$ cat src/rtl/serial_rx_cfg.sv
// serial_rx_cfg: UART receiver with parity, framing and break detection.
// Define SERIAL_RX_MAJORITY_EN to vote each bit 2-of-3 around its centre.
module serial_rx_cfg #(
   parameter int CLK_FREQ  = 48_000_000,
   parameter int BAUD_RATE = 115_200,
   parameter int DATA_BITS = 8,
   parameter int PARITY    = 0,
   parameter int STOP_BITS = 1
) (
   input  logic                 i_clk,
   input  logic                 i_rst_n,
   input  logic                 i_rx,
   output logic                 o_wr,
   output logic [DATA_BITS-1:0] o_data,
   output logic                 o_perr,
   output logic                 o_ferr,
   output logic                 o_break
);
   localparam int BAUD_CLKS = CLK_FREQ / BAUD_RATE;
   localparam int CW        = $clog2(BAUD_CLKS) + 1;
   localparam int DW        = $clog2(DATA_BITS + 1);

   localparam logic [2:0] S_IDLE  = 3'd0;
   localparam logic [2:0] S_START = 3'd1;
   localparam logic [2:0] S_DATA  = 3'd2;
   localparam logic [2:0] S_PAR   = 3'd3;
   localparam logic [2:0] S_STOP  = 3'd4;
   localparam logic [2:0] S_BRK   = 3'd5;

   generate
      if (BAUD_CLKS < 4) begin : g_bad_baud
         $error("serial_rx_cfg: CLK_FREQ/BAUD_RATE must be at least 4");
      end
      if (DATA_BITS < 5 || DATA_BITS > 9) begin : g_bad_data
         $error("serial_rx_cfg: DATA_BITS must be 5..9");
      end
      if (PARITY < 0 || PARITY > 2) begin : g_bad_par
         $error("serial_rx_cfg: PARITY must be 0, 1 or 2");
      end
      if (STOP_BITS < 1 || STOP_BITS > 2) begin : g_bad_stop
         $error("serial_rx_cfg: STOP_BITS must be 1 or 2");
      end
   endgenerate

   logic [1:0]           sync_q, sync_d;
   logic [1:0]           svld_q, svld_d;
   logic [2:0]           state_q, state_d;
   logic [CW-1:0]        cnt_q, cnt_d;
   logic [DW-1:0]        dcnt_q, dcnt_d;
   logic [DATA_BITS-1:0] shreg_q, shreg_d;
   logic                 par_q, par_d;
   logic                 perr_pend_q, perr_pend_d;
   logic                 ferr_pend_q, ferr_pend_d;
   logic                 all_low_q, all_low_d;
   logic                 armed_q, armed_d;
   logic                 wr_q, wr_d;
   logic                 brk_q, brk_d;
   logic [DATA_BITS-1:0] data_q, data_d;
   logic                 perr_q, perr_d;
   logic                 ferr_q, ferr_d;

   logic rx_s, busy, tick, act, bitv, all_low_f, ferr_f;

   assign rx_s = sync_q[1];
   assign busy = (state_q == S_START) || (state_q == S_DATA) ||
                 (state_q == S_PAR)   || (state_q == S_STOP);
   // tick marks the bit centre; the counter reloads there regardless of voting mode
   assign tick = busy && (cnt_q == CW'(1));

`ifdef SERIAL_RX_MAJORITY_EN
   logic [1:0] hist_q, hist_d;
   logic       tick_q, tick_d;

   assign hist_d = {hist_q[0], rx_s};
   assign tick_d = tick;
   // Decide one cycle after the centre: rx_s is centre+1, hist holds centre and centre-1
   assign act    = tick_q;
   assign bitv   = (rx_s & hist_q[0]) | (rx_s & hist_q[1]) | (hist_q[0] & hist_q[1]);

   always_ff @(posedge i_clk or negedge i_rst_n) begin
      if (!i_rst_n) begin
         hist_q <= 2'b11;
         tick_q <= 1'b0;
      end else begin
         hist_q <= hist_d;
         tick_q <= tick_d;
      end
   end
`else
   assign act  = tick;
   assign bitv = rx_s;
`endif

   assign sync_d = {sync_q[0], i_rx};
   assign svld_d = {svld_q[0], 1'b1};

   always_comb begin
      state_d     = state_q;
      cnt_d       = '0;
      dcnt_d      = dcnt_q;
      shreg_d     = shreg_q;
      par_d       = par_q;
      perr_pend_d = perr_pend_q;
      ferr_pend_d = ferr_pend_q;
      all_low_d   = all_low_q;
      armed_d     = armed_q;
      wr_d        = 1'b0;
      brk_d       = 1'b0;
      data_d      = data_q;
      perr_d      = perr_q;
      ferr_d      = ferr_q;
      all_low_f   = all_low_q & ~bitv;
      ferr_f      = ferr_pend_q | ~bitv;

      // Only a high seen through a primed synchroniser re-enables start detection
      if (svld_q[1] && rx_s) armed_d = 1'b1;

      if (busy) cnt_d = (cnt_q == CW'(1)) ? CW'(BAUD_CLKS) : cnt_q - 1'b1;

      case (state_q)
         S_IDLE: begin
            if (!rx_s && armed_q) begin
               state_d = S_START;
               cnt_d   = CW'(BAUD_CLKS / 2);
            end
         end
         S_START: begin
            if (act) begin
               if (bitv) begin
                  state_d = S_IDLE;
               end else begin
                  state_d     = S_DATA;
                  dcnt_d      = '0;
                  par_d       = 1'b0;
                  perr_pend_d = 1'b0;
                  ferr_pend_d = 1'b0;
                  all_low_d   = 1'b1;
               end
            end
         end
         S_DATA: begin
            if (act) begin
               shreg_d   = {bitv, shreg_q[DATA_BITS-1:1]};
               par_d     = par_q ^ bitv;
               all_low_d = all_low_f;
               if (dcnt_q == DW'(DATA_BITS - 1)) begin
                  dcnt_d  = '0;
                  state_d = (PARITY != 0) ? S_PAR : S_STOP;
               end else begin
                  dcnt_d = dcnt_q + 1'b1;
               end
            end
         end
         S_PAR: begin
            if (act) begin
               all_low_d   = all_low_f;
               perr_pend_d = (PARITY == 1) ? ~(par_q ^ bitv) : (par_q ^ bitv);
               state_d     = S_STOP;
            end
         end
         S_STOP: begin
            if (act) begin
               if (dcnt_q == DW'(STOP_BITS - 1)) begin
                  dcnt_d = '0;
                  if (!bitv) armed_d = 1'b0;
                  if (all_low_f) begin
                     brk_d   = 1'b1;
                     state_d = S_BRK;
                  end else begin
                     wr_d    = 1'b1;
                     data_d  = shreg_q;
                     perr_d  = perr_pend_q;
                     ferr_d  = ferr_f;
                     state_d = S_IDLE;
                  end
               end else begin
                  dcnt_d      = dcnt_q + 1'b1;
                  ferr_pend_d = ferr_f;
                  all_low_d   = all_low_f;
               end
            end
         end
         S_BRK: begin
            if (rx_s) state_d = S_IDLE;
         end
         default: state_d = S_IDLE;
      endcase
   end

   always_ff @(posedge i_clk or negedge i_rst_n) begin
      if (!i_rst_n) begin
         sync_q      <= 2'b11;
         svld_q      <= 2'b00;
         state_q     <= S_IDLE;
         cnt_q       <= '0;
         dcnt_q      <= '0;
         shreg_q     <= '0;
         par_q       <= 1'b0;
         perr_pend_q <= 1'b0;
         ferr_pend_q <= 1'b0;
         all_low_q   <= 1'b0;
         armed_q     <= 1'b0;
         wr_q        <= 1'b0;
         brk_q       <= 1'b0;
         data_q      <= '0;
         perr_q      <= 1'b0;
         ferr_q      <= 1'b0;
      end else begin
         sync_q      <= sync_d;
         svld_q      <= svld_d;
         state_q     <= state_d;
         cnt_q       <= cnt_d;
         dcnt_q      <= dcnt_d;
         shreg_q     <= shreg_d;
         par_q       <= par_d;
         perr_pend_q <= perr_pend_d;
         ferr_pend_q <= ferr_pend_d;
         all_low_q   <= all_low_d;
         armed_q     <= armed_d;
         wr_q        <= wr_d;
         brk_q       <= brk_d;
         data_q      <= data_d;
         perr_q      <= perr_d;
         ferr_q      <= ferr_d;
      end
   end

   assign o_wr    = wr_q;
   assign o_break = brk_q;
   assign o_data  = data_q;
   assign o_perr  = perr_q;
   assign o_ferr  = ferr_q;
endmodule

$ cat config.mk
export PLATFORM = sky130hd
export DESIGN_NAME = serial_rx_cfg
export DESIGN_NICKNAME = d
export VERILOG_FILES = /design/src/rtl/serial_rx_cfg.sv
export SDC_FILE = /design/constraint.sdc
export NUM_CORES = 1
export LEC_CHECK = 0
export BUFFER_PORTS_ARGS = -buffer_cell sky130_fd_sc_hd__buf_2
export CAP_MARGIN = 0
export CORE_ASPECT_RATIO = 0.7
export CORE_MARGIN = 3
export CORE_UTILIZATION = 45
export DETAILED_ROUTE_END_ITERATION = 10
export PLACE_DENSITY = 0.6
export SYNTH_ARGS = -nofsm -noshare
export SYNTH_HDL_FRONTEND = slang
export SYNTH_SLANG_ARGS = --single-unit
$ cat constraint.sdc
create_clock -name i_clk -period 4.2 [get_ports i_clk]
set_clock_uncertainty 0.05 [all_clocks]
set_input_delay 1.26 -clock i_clk [delete_from_list [all_inputs] [get_ports i_clk]]
set_output_delay 1.26 -clock i_clk [all_outputs]
set_load 0.03 [all_outputs]
==> impl_results.md, run 1 <==
* Outcome: finished clean
* GRT Total Usage at 0.154
* Port buffer count at 14
* Fin. max-slew vios at 0
* Sequential share of power at 0.488
* Slew @ Worst Pin at 0.991 ns
* R2R Setup Slk at 1.50 ns
* Synth area leader: dfrtp_1
* Syn_nets at 191
* PostCTS Resize Cnt at 0
* Reg2reg start: cnt_q[1]
* DP HPWL at 2890 um
* Antenna violations before repair at 0
* Grt total ovfl at 0
* Setup TNS Final at 0 ns
* RSZ-0062 raised after global routing: false
* Die Height at 64.3 um
* Number of synthesized flops with an enable pin at 0
* Initial DRC Count at 158
* Largest net degree at the start of global routing at 47
* WL/cell at 16.3 um
* Yosys reg bits at 46
* Clock Sinks at 46
* Non-Filler Cell Area, Final at 0.00237 mm2
* Layout cell share with drive strength beyond 1 at 0.253
* P_int at 0.799 mW
* Psw at 0.457 mW
* Pleak at 1.13 nW
* Setup bufs post-CTS at 0
* Ys flop type: dfrtp_1
* Max Freq at 371 MHz
* Synth unique cells at 48
* Area growth, synth to finish at 8.35%
* Clk_lat worst skew at 0.29 ns
* Die W at 89.3 um
* Post-DR vias/cell at 5.83
* Sequential area share after synthesis at 0.527
* Clk pin slew, worst setup/hold paths at 0.08 ns
* Global-route wire length before repair at 6900 um
* Fin crit share at 0.642
* Setup CP Type: flip-flop to flip-flop
* Maximum vdd ir drop at 0.000213 V
* Vias at 1,476
* Hold Crit Class: flip-flop to flip-flop
* Non-filler cells, final at 253
* Final ANT Viol Nets at 0
* Yosys top cell area share at 0.503
* Synth Cell Area at 0.00219 mm2
* Hold path cells at 0
* Core area at 0.00450 mm2
* Fin Hold WS at 0.313 ns
* Final RePlAce weighted congestion at 0.736
* Bufs on Longest Clock Path at 2
* Fin util at 0.526
* Comb pwr share at 0.310
* R2R Path End: o_data[2]
* WL final at 4130 um
* Worst Reg-to-Reg Cells at 6
* Setup crit start: cnt_q[1]
* Crit path required time at 4.33 ns
* Worst Setup EP: o_data[2]
* Slowest-stage cell, CP: or4b_1
* Max-Cap Viols at 0
* I/O pin count at 15
* Post-DP Area at 0.00229 mm2
* Detailed Routing Iterations Pass 1 at 5
* CP arrival at 2.83 ns
* Drc violations at 0
* CP Launch Type: flip-flop
* Switching part of the total at 0.364
* Synth area leaders: dfrtp_1, mux2_2, dfstp_2, ha_1, o21ai_0
* Number of diodes at 0
* Clk pwr share at 0.202
* Crit-path max FO at 12
* PD cells at 530 mW/mm2
* Core Rows at 20
* Slowest Stage Delay on Critical Path at 0.60 ns
* Post-Place Cells at 246
* H-tree Lvls at 2
* Yosys warning total at 0
* CTS tree: yes
* Syn Inst Count at 184
* Synthesized area per cell at 11.9 um2
* Hold buffers post-CTS at 0
* Crit end category: flip-flop
* Synth async-reset ratio at 1.00
* Die area at 0.00575 mm2
* Critical-path cell list: inv_1 -> ha_1 -> or4b_1 -> or3_4 -> nor3_4 -> mux2_2
* Final hold violation count at 0
* Layout Nets at 205
* CTS root buf: clkbuf_8
* Number of global-route vias before repair at 1,454
* Slew HR at 0.339
* Setup violators final at 0
* Starting Density at 0.486
* Min Tclk post-route at 2.70 ns
* Number of buffers created by CTS at 5
[sequential cells by signal (all words and copies together) (netlist names), 2 cells and up]
signal,flops
state_q,3
o_data,8
dcnt_q,4
svld_q,2
sync_q,2
shreg_q,8
cnt_q,10
[logic make-up (layout without fill, tap and decap cells)]
logic type	count (synthesis)	count (layout)	share of synthesized area
compound gates	34	34	0.114
buf+inv	13	27	0.0263
simple gates	58	58	0.170
fa+ha+maj	4	4	0.0229
flops	46	46	0.527
other cells	1	1	0.00171
mux	19	19	0.101
xor+xnor	9	9	0.0360
[Yosys cell counts, types with 2 or more instances]
master     count
a211o_1        3
a21oi_1        6
a2bb2oi_1      3
clkbuf_1       5
dfrtp_1       44
dfstp_2        2
ha_1           4
inv_1          6
mux2_2        16
mux2_4         2
nand2_1        9
nand2b_1       4
nand3_1        3
nand3b_1       3
nor2_1        11
nor2b_1        2
nor3_1         4
nor3b_1        4
nor4_1         3
o211ai_1       2
o21ai_0        9
o31ai_1        2
or3_1          2
or3_4          2
or3b_2         2
or4_1          2
xnor2_1        5
xor2_1         4
[critical path: cells and delay by family (launching register included)]
family,cells,cell delay [ns]
buf+inv,1,0.09
flops,1,0.39
simple gates,3,1.54
fa+ha+maj,1,0.13
mux,1,0.39
[layout make-up]
| cell class | instances | area, um2 |
|---|---|---|
| clock inverters | 2 | 10.0 |
| multi-input cells | 125 | 976 |
| flip-flops and latches | 46 | 1150 |
| inverters | 6 | 22.5 |
| clock buffers | 5 | 68.8 |
| well taps | 55 | 68.8 |
| fillers | 396 | 2130 |
| repair buffers | 14 | 70.1 |
[cells in the final DEF, fill, tap and decap left out, drive strengths merged, types with 5 or more instances in the layout]
cell	n
dfrtp	44
mux2	18
buf	14
nor2	11
o21ai	10
nand2	9
inv	6
a21oi	6
nor3	6
xnor2	5
clkbuf	5
[metal layers]
layer  share of wire  vias to the layer above  wire length [um]  global-route usage
met3           0.043                        7               178              0.0361
met2            0.46                       37              1910               0.241
met5               0                        -                 0                   0
li1                -                      695                 -                   -
met1            0.48                      737              2000               0.214
met4          0.0087                        0                36              0.0409
[through the flow]
stage | worst slack, ns | power (mW)
global route | 1.38 | 1.33
global placement | 1.61 | 0.987
finish | 1.50 | 1.26
CTS | 1.49 | 1.26
detailed placement | 1.50 | 1.00
floorplan | 1.84 | 0.928
[power groups by stage]
stage	combinational, mW	sequential (mW)	clock [mW]
2_1_floorplan	0.347	0.581	0
3_3_place_gp	0.373	0.613	0
3_5_place_dp	0.386	0.619	0
4_1_cts	0.389	0.610	0.263
5_1_grt	0.427	0.626	0.277
6_report	0.390	0.613	0.254
[how the worst min path moves through the flow]
stage / start / to / slack [ns]
after detailed placement: svld_q[0] / svld_q[1] / 0.30
final: sync_q[0] / sync_q[1] / 0.31
after floorplan: svld_q[0] / svld_q[1] / 0.28
after CTS: sync_q[0] / sync_q[1] / 0.32
after global placement: svld_q[0] / svld_q[1] / 0.29
after global routing: sync_q[0] / sync_q[1] / 0.32
Power figures use the tool's default switching activity.
==> run 2: changes to the inputs <==
clock period = 2.55 ns   (was 4.2 ns; I/O delays follow)
==> run 2 against run 1 <==
Final area is 4.5% higher. Cell count grew 4.3%. Worst setup slack worse by 1.3 ns. Routed wire length up 3.3%. Register-to-register slack worse by 1.3 ns. Flip-flop and latch count did not move. Worst hold slack worse by 0.010 ns. Non-clock buffer count grew 11. Largest cell class unchanged. Largest power group unchanged.
==> impl_results.md, run 2 (synthesized netlist as in run 1, its figures left out) <==
* RSZ-0062 raised after global routing: false
* Crit end category: flip-flop
* Crit path max-delay family: simple AND/OR/NAND/NOR gates
* Fin Hold WS at 0.303 ns
* Clock Sinks at 46
* Vias at 1,490
* Most frequent cells in the layout: dfrtp_1, mux2_2, buf_2
* Setup CP Type: flip-flop to flip-flop
* Number of flip-flops in the largest register at 10
* Final RePlAce weighted congestion at 0.824
* Final WS setup at 0.169 ns
* Setup bufs post-CTS at 0
* Bufs on Longest Clock Path at 2
* Clk pin slew, worst setup/hold paths at 0.09 ns
* Fin util at 0.550
* WL/cell at 16.1 um
* Max-Cap Viols at 0
* Global-route wire length before repair at 7140 um
* Top cell by count, worst path: or3_4
* Final hold violation count at 0
* Starting Density at 0.486
* Critical-path cell list: inv_1 -> ha_1 -> or4b_1 -> or3_4 -> or3_4 -> mux2_4
* Setup violators final at 0
* Core Rows at 20
* Pre-CTS setup slack at 0.0719 ns
* PostCTS Resize Cnt at 0
* Area growth, synth to finish at 13.3%
* Initial DRC Count at 74
* Hold buffers post-CTS at 0
* Clk_lat worst skew at 0.30 ns
* Slowest Stage Delay on Critical Path at 0.45 ns
* Crit-path max FO at 12
* Fin. max-slew vios at 0
* Outcome: finished clean
* Die W at 89.3 um
* Slowest-stage cell, CP: or4b_1
* Layout Nets at 216
* Number of diodes at 0
* Setup TNS Final at 0 ns
* I/O pin count at 15
* Crit path required time at 2.69 ns
* Hold path cells at 0
* Pleak at 1.19 nW
* Port buffer count at 14
* Slew @ Worst Pin at 0.526 ns
* Hold Crit Class: flip-flop to flip-flop
* Largest net degree at the start of global routing at 26
* Min Tclk post-route at 2.38 ns
* Buf/Inv on CP at 1
* Die area at 0.00575 mm2
* DP HPWL at 3010 um
* CTS root buf: clkbuf_8
* Drc violations at 0
* WL final at 4260 um
* Largest register by flop count: cnt_q
* Fin crit share at 0.934
* CTS tree: yes
* PD cells at 866 mW/mm2
* Maximum vdd ir drop at 0.000402 V
* Die Height at 64.3 um
* Slew HR at 0.649
* GRT Total Usage at 0.162
* WP depth at 6
* Worst Reg-to-Reg Cells at 6
* Post-DR vias/cell at 5.64
* Max Freq at 420 MHz
* CP Launch Type: flip-flop
* Number of buffers created by CTS at 5
* Grt total ovfl at 0
* Antenna violations before repair at 0
* H-tree Lvls at 2
* Number of global-route vias before repair at 1,460
* Most common cell after layout, fill and taps aside: dfrtp_1
* CP arrival at 2.52 ns
* Layout cell share with drive strength beyond 1 at 0.292
* Final ANT Viol Nets at 0
* Detailed Routing Iterations Pass 1 at 4
* Core area at 0.00450 mm2
run 2: area by class of cell:
cell class / instances / area (um2)
Fill cell: 401 / 2030
Sequential cell: 46 / 1150
Multi-Input combinational cell: 125 / 976
Timing Repair Buffer: 25 / 178
Clock buffer: 5 / 68.8
Tap cell: 55 / 68.8
Inverter: 6 / 22.5
Clock inverter: 2 / 10.0
run 2: per-layer routing:
metal	global-route usage	routed length, um
met5	0	0
met2	0.235	1900
met3	0.0438	213
met4	0.0446	31
met1	0.238	2120
run 2: metrics by stage:
step	std cells	cell area, um2	power, mW
after floorplan	184	2190	1.53
after global placement	256	2380	1.69
after detailed placement	256	2380	1.73
after CTS	263	2460	2.15
after global routing	264	2480	2.29
final	264	2480	2.14
run 2: path summary, 6_finish.rpt:
kind	slack, ns	from	endpoint
max in group asynchronous	1.47	i_rst_n	sync_q[0]
worst max register to register	0.17	cnt_q[1]	o_perr
min in group asynchronous	0.38	i_rst_n	dcnt_q[1]
worst min-delay path	0.30	svld_q[0]	svld_q[1]
worst max-delay path	0.17	cnt_q[1]	o_perr
worst min register to register	0.30	svld_q[0]	svld_q[1]
run 2: power by group:
part,total [mW],internal [mW],switching [mW]
logic,0.712,0.341,0.371
registers,1.01,0.848,0.165
clock network,0.420,0.184,0.236
run 2: worst reg2reg max path, delay by kind of cell, from the launching register on:
kind	cells	cell delay, ns
flip-flops	1	0.39
multiplexers	1	0.30
AND/OR/NAND/NOR	3	1.33
buffers and inverters	1	0.09
adder cells (fa/ha/maj)	1	0.13
